File: config.mk
export PLATFORM = sky130hd
export DESIGN_NAME = multiplier8_arbiter
export DESIGN_NICKNAME = d
export VERILOG_FILES = /design/src/rtl/multiplier8_arbiter.sv
export SDC_FILE = /design/constraint.sdc
export NUM_CORES = 1
export LEC_CHECK = 0
export CAP_MARGIN = 20
export CORE_MARGIN = 4
export CORE_UTILIZATION = 30
export DETAILED_ROUTE_END_ITERATION = 16
export PLACE_DENSITY = 0.66
export SYNTH_ARGS = -nofsm -noshare
export SYNTH_HDL_FRONTEND = slang
export SYNTH_SLANG_ARGS = --single-unit
File: constraint.sdc
create_clock -name aclk -period 2.24 [get_ports aclk]
set_input_delay 0.448 -clock aclk [delete_from_list [all_inputs] [get_ports aclk]]
set_output_delay 0.448 -clock aclk [all_outputs]
set_load 0.02 [all_outputs]
File: src/rtl/multiplier8_arbiter.sv
// Round-robin front end sharing one multiplier8 between NREQ clients; sequences the
// multiplier's operand-write / strobe / ready protocol and returns one response at a time.
//
// state     | meaning
// IDLE      | search req_valid from the round-robin pointer
// LOAD_A    | operand A on the write bus (write=01)
// LOAD_B    | operand B on the write bus (write=10)
// SETTLE    | write=00 held so the multiplier's registered write clears
// STROBE    | single-cycle start pulse
// WAIT_BUSY | wait for mul_ready to drop, bounded by TIMEOUT
// WAIT_DONE | wait for mul_ready to rise, bounded by TIMEOUT
// RESPOND   | response held until rsp_ready
module multiplier8_arbiter #(
  parameter int NREQ        = 4,
  parameter int HOLD_CYCLES = 3,
  parameter int TIMEOUT     = 15
) (
  input  logic                     aclk,
  input  logic                     aresetn,
  input  logic [NREQ-1:0]          req_valid,
  input  logic [NREQ*8-1:0]        req_a,
  input  logic [NREQ*8-1:0]        req_b,
  output logic [NREQ-1:0]          req_ready,
  output logic                     rsp_valid,
  input  logic                     rsp_ready,
  output logic [$clog2(NREQ)-1:0]  rsp_id,
  output logic [15:0]              rsp_result,
  output logic                     rsp_error,
  output logic                     mul_enable,
  output logic [1:0]               mul_write,
  output logic [7:0]               mul_operand,
  output logic                     mul_strobe,
  input  logic [15:0]              mul_result,
  input  logic                     mul_ready
);

  localparam int IW   = $clog2(NREQ);
  localparam int SW   = IW + 1;
  localparam int TMAX = (HOLD_CYCLES > TIMEOUT) ? HOLD_CYCLES : TIMEOUT;
  localparam int TW   = $clog2(TMAX + 1);
  localparam logic [TW-1:0] HOLD_LOAD = TW'(HOLD_CYCLES - 1);
  localparam logic [TW-1:0] TO_LOAD   = TW'(TIMEOUT - 1);

  localparam logic [2:0] S_IDLE      = 3'd0;
  localparam logic [2:0] S_LOAD_A    = 3'd1;
  localparam logic [2:0] S_LOAD_B    = 3'd2;
  localparam logic [2:0] S_SETTLE    = 3'd3;
  localparam logic [2:0] S_STROBE    = 3'd4;
  localparam logic [2:0] S_WAIT_BUSY = 3'd5;
  localparam logic [2:0] S_WAIT_DONE = 3'd6;
  localparam logic [2:0] S_RESPOND   = 3'd7;

  logic [2:0]    state;
  logic [TW-1:0] tmr;
  logic          tmr_done;
  logic [IW-1:0] ptr;
  logic [IW-1:0] win;
  logic [IW-1:0] cur_id;
  logic          found;
  logic [SW-1:0] sum;
  logic [7:0]    op_a;
  logic [7:0]    op_b;
  logic [15:0]   result_q;
  logic          error_q;

  // First valid requester at or after ptr, wrapping modulo NREQ.
  always_comb begin
    found = 1'b0;
    win   = '0;
    sum   = '0;
    for (int i = 0; i < NREQ; i++) begin
      sum = {1'b0, ptr} + SW'(i);
      if (sum >= SW'(NREQ)) sum = sum - SW'(NREQ);
      if (!found && req_valid[sum[IW-1:0]]) begin
        found = 1'b1;
        win   = sum[IW-1:0];
      end
    end
  end

  assign tmr_done = (tmr == '0);

  always_ff @(posedge aclk or negedge aresetn) begin
    if (!aresetn) begin
      state     <= S_IDLE;
      tmr       <= '0;
      ptr       <= '0;
      cur_id    <= '0;
      op_a      <= '0;
      op_b      <= '0;
      result_q  <= '0;
      error_q   <= 1'b0;
      req_ready <= '0;
    end else begin
      req_ready <= '0;
      case (state)
        S_IDLE: if (found) begin
          req_ready[win] <= 1'b1;
          op_a     <= req_a[{win, 3'b000} +: 8];
          op_b     <= req_b[{win, 3'b000} +: 8];
          cur_id   <= win;
          ptr      <= (win == IW'(NREQ - 1)) ? '0 : win + IW'(1);
          result_q <= '0;
          error_q  <= 1'b0;
          tmr      <= HOLD_LOAD;
          state    <= S_LOAD_A;
        end
        S_LOAD_A, S_LOAD_B, S_SETTLE: begin
          if (tmr_done) begin
            tmr   <= HOLD_LOAD;
            state <= (state == S_LOAD_A) ? S_LOAD_B :
                     (state == S_LOAD_B) ? S_SETTLE : S_STROBE;
          end else begin
            tmr <= tmr - TW'(1);
          end
        end
        S_STROBE: begin
          tmr   <= TO_LOAD;
          state <= S_WAIT_BUSY;
        end
        S_WAIT_BUSY: begin
          if (!mul_ready) begin
            tmr   <= TO_LOAD;
            state <= S_WAIT_DONE;
          end else if (tmr_done) begin
            error_q  <= 1'b1;
            result_q <= '0;
            state    <= S_RESPOND;
          end else begin
            tmr <= tmr - TW'(1);
          end
        end
        S_WAIT_DONE: begin
          if (mul_ready) begin
            result_q <= mul_result;
            state    <= S_RESPOND;
          end else if (tmr_done) begin
            error_q  <= 1'b1;
            result_q <= '0;
            state    <= S_RESPOND;
          end else begin
            tmr <= tmr - TW'(1);
          end
        end
        S_RESPOND: if (rsp_ready) state <= S_IDLE;
        default: state <= S_IDLE;
      endcase
    end
  end

  always_comb begin
    mul_write   = 2'b00;
    mul_operand = 8'h00;
    case (state)
      S_LOAD_A: begin
        mul_write   = 2'b01;
        mul_operand = op_a;
      end
      S_LOAD_B: begin
        mul_write   = 2'b10;
        mul_operand = op_b;
      end
      S_SETTLE: mul_operand = op_b;
      default: ;
    endcase
  end

  assign mul_enable = (state != S_IDLE) && (state != S_RESPOND);
  assign mul_strobe = (state == S_STROBE);
  assign rsp_valid  = (state == S_RESPOND);
  assign rsp_id     = cur_id;
  assign rsp_result = result_q;
  assign rsp_error  = error_q;

endmodule
==> flow_summary.json <==
{
  "rsz0062_at_grt": "false",
  "power.density_nw_per_um2": 1213,
  "fin_crit_sh_pct": 95.35,
  "async_flop_share_pct": 100.0,
  "drive_gt1_share_pct": 10.61,
  "die_h_um": 104.5,
  "yosysTopAreaCell": "dfrtp_1",
  "yosysSeqAreaShare_pct": 43.03,
  "p_clk_share_pct": 10.1,
  "avgSynthCellArea_um2": 8.616,
  "ys_types": 44,
  "antenna_found_initial": 0,
  "hold_slack_ns": 0.09471,
  "ios": 124,
  "area_delta_synth_final_pct": 58.14,
  "initial_core_util_pct": 31.40,
  "status": "completed",
  "power_frac_comb_pct": 61.0,
  "fillerInstances": 838,
  "grt_max_degree": 35,
  "clock_skew_ns": 0.006772,
  "synth_area_leaders": "dfrtp_1 43%, nand2_1 11%, a21oi_1 7.9%",
  "synth_warnings": 0,
  "leakage_nw": 2.069,
  "syn-cell-area_um2": 2791,
  "grt_pass1_wl_um": 14720,
  "dp_hpwl_um": 6593,
  "vias_per_cell": 5.135,
  "grt-ovfl-total": 0,
  "cts_inserted_buffers": 5,
  "clockBufferDepth": 2,
  "cp-start-kind": "input port",
  "crit_type": "input port to flop",
  "worstReg2RegStart": "tmr[0]",
  "crit_required_ns": 2.49,
  "grt_pass1_vias": 2945,
  "switchingPower_mw": 2.301,
  "synth_ff_type": "dfrtp_1",
  "cts_tree": "done",
  "synth-seq-cells": 48,
  "finalHoldViolCount": 0,
  "reg2reg_to": "state[0]",
  "htreeDepth": 2,
  "antenna_left": 0,
  "dieArea_um2": 10910,
  "finalWirelength_um": 8776,
  "drv_cap": 0,
  "p_int_mw": 3.052,
  "grt_use_total_pct": 16.15,
  "wire_per_inst_um": 15.40,
  "core_um2": 8891,
  "nets": 556,
  "synthTopCellsByCount": "81 x nand2_1, 48 x dfrtp_1, 44 x a21oi_1",
  "post_cts_buffers": 0,
  "tightestPinTransition_ns": 0.3789,
  "pwr-share-seq_pct": 28.9,
  "antenna_cells": 0,
  "fmax_ghz": 0.4682,
  "rrSetupSlack_ns": 0.11,
  "dr.pass1.iters": 6,
  "port_buffers": 123,
  "synth_top_cell_area_share_pct": 43.03,
  "tns_ns": 0,
  "synth_most_common_cell": "nand2_1",
  "die_w_um": 104.5,
  "drt_iter0_drc": 144,
  "arrival_ns": 2.38,
  "period_needed_ns": 2.136,
  "drv_slew": 0,
  "num_vias": 2927,
  "synth_cells": 324,
  "crit_fanout": 17,
  "clkTransAtPathRegs_ns": 0.10,
  "clock-sinks": 48,
  "drc": 0,
  "r2r_cells": 8,
  "setup_viol": 0,
  "ctsRootBufferMaster": "clkbuf_8",
  "place_congestion": 0.8713,
  "cp-end-kind": "flop",
  "ir_drop_mv": 0.5455,
  "synth-edff-count": 0,
  "worstHoldPathType": "input port to async pin",
  "max_slew_margin_pct": 74.74,
  "synth.net_count": 419,
  "fp-row-count": 34,
  "sw_frac_of_total_pct": 42.98,
  "insertion_delay_ns": 0.30
}
worst max path at each step:
stage,start,to,cells after the start,slack [ns]
floorplan,tmr[0],state[0],8,0.37
detailed placement,req_valid[2],op_b[0],8,-0.18
CTS,state[1],rsp_valid,3,0.008
finish,req_valid[2],op_b[0],8,0.10
global route,req_valid[2],op_a[7],8,0.01
global placement,req_valid[2],op_b[0],8,-0.14
logic make-up (layout without fill, tap and decap cells):
group | Yosys count | count (layout) | synth area share [%]
multiplexers | 3 | 3 | 1.165
buffers and inverters | 30 | 168 | 4.527
AO/OA/AOI/OAI | 110 | 110 | 27.97
adder cells (fa/ha/maj) | 7 | 7 | 3.137
AND/OR/NAND/NOR | 126 | 126 | 20.17
flip-flops | 48 | 48 | 43.03
flip-flops by register name (all words and copies together), names as in the netlist:
register and flops:
op_a 8, rsp_result 16, op_b 8, ptr 2, tmr 4, state 3, rsp_error 1, rsp_id 2
req_ready 4
through the flow:
stage | worst slack, ns | utilization [%] | instances | instance area (um^2) | power, mW
2_1_floorplan | 0.3696 | - | 324 | 2791 | 3.425
3_3_place_gp | -0.1377 | 48.61 | 561 | 4322 | 4.840
3_5_place_dp | -0.1790 | 48.61 | 561 | 4322 | 4.898
4_1_cts | 0.007818 | 49.54 | 569 | 4404 | 5.391
5_1_grt | 0.01338 | 49.65 | 570 | 4414 | 5.776
6_report | 0.1042 | 49.65 | 570 | 4414 | 5.353
power groups by stage:
| stage | clock network (mW) | logic, mW | registers, mW |
|---|---|---|---|
| 6_report | 0.541 | 3.26 | 1.55 |
| 5_1_grt | 0.592 | 3.57 | 1.61 |
| 4_1_cts | 0.559 | 3.28 | 1.55 |
| 3_5_place_dp | 0 | 3.35 | 1.55 |
| 3_3_place_gp | 0 | 3.28 | 1.56 |
| 2_1_floorplan | 0 | 1.70 | 1.72 |
per-layer routing:
layer / global-route usage (%) / wire length [um] / up-vias
met2: 26.85 / 4221 / 105
met5: 0 / 0 / -
met1: 21.28 / 3817 / 1395
met4: 3.324 / 93 / 0
li1: - / - / 1419
met3: 4.035 / 643 / 8
critical path, stage by stage:
cell,delay [ns]
clkdlybuf4s50_1,0.65
nor2b_1,0.19
a311oi_1,0.06
buf_4,0.16
or3_1,0.41
buf_12,0.17
a21oi_1,0.17
a211o_1,0.12
cells in the final DEF (no fill, tap or decap), types with 3 or more instances in the layout:
master	instances
a211o_1	16
a21oi_1	44
a22o_1	18
a22oi_1	9
and2_1	5
buf_12	5
buf_4	22
clkbuf_8	5
clkdlybuf4s50_1	109
dfrtp_1	47
dlygate4sd2_1	12
ha_1	7
inv_1	8
nand2_1	81
nand2b_1	3
nor2_1	20
o211ai_1	3
o21ai_0	5
or3_1	3
repair_timing:
action / in CTS / in global routing
setup endpoints to repair: 12 / 1
resized for setup: 14 / 1
hold buffers: 0 / 0
pin swaps: 0 / 0
cell type report:
class | instances | area [um^2] | share of cell area (%)
clock buffer | 5 | 68.82 | 1.559
inverter | 10 | 37.54 | 0.8503
timing repair buffer | 150 | 1479 | 33.50
multi-input combinational | 246 | 1469 | 33.28
tap | 108 | 135.1 | 3.061
clock inverter | 3 | 22.52 | 0.5102
sequential | 48 | 1202 | 27.24
No activity file was read; power rests on OpenSTA's default activity.
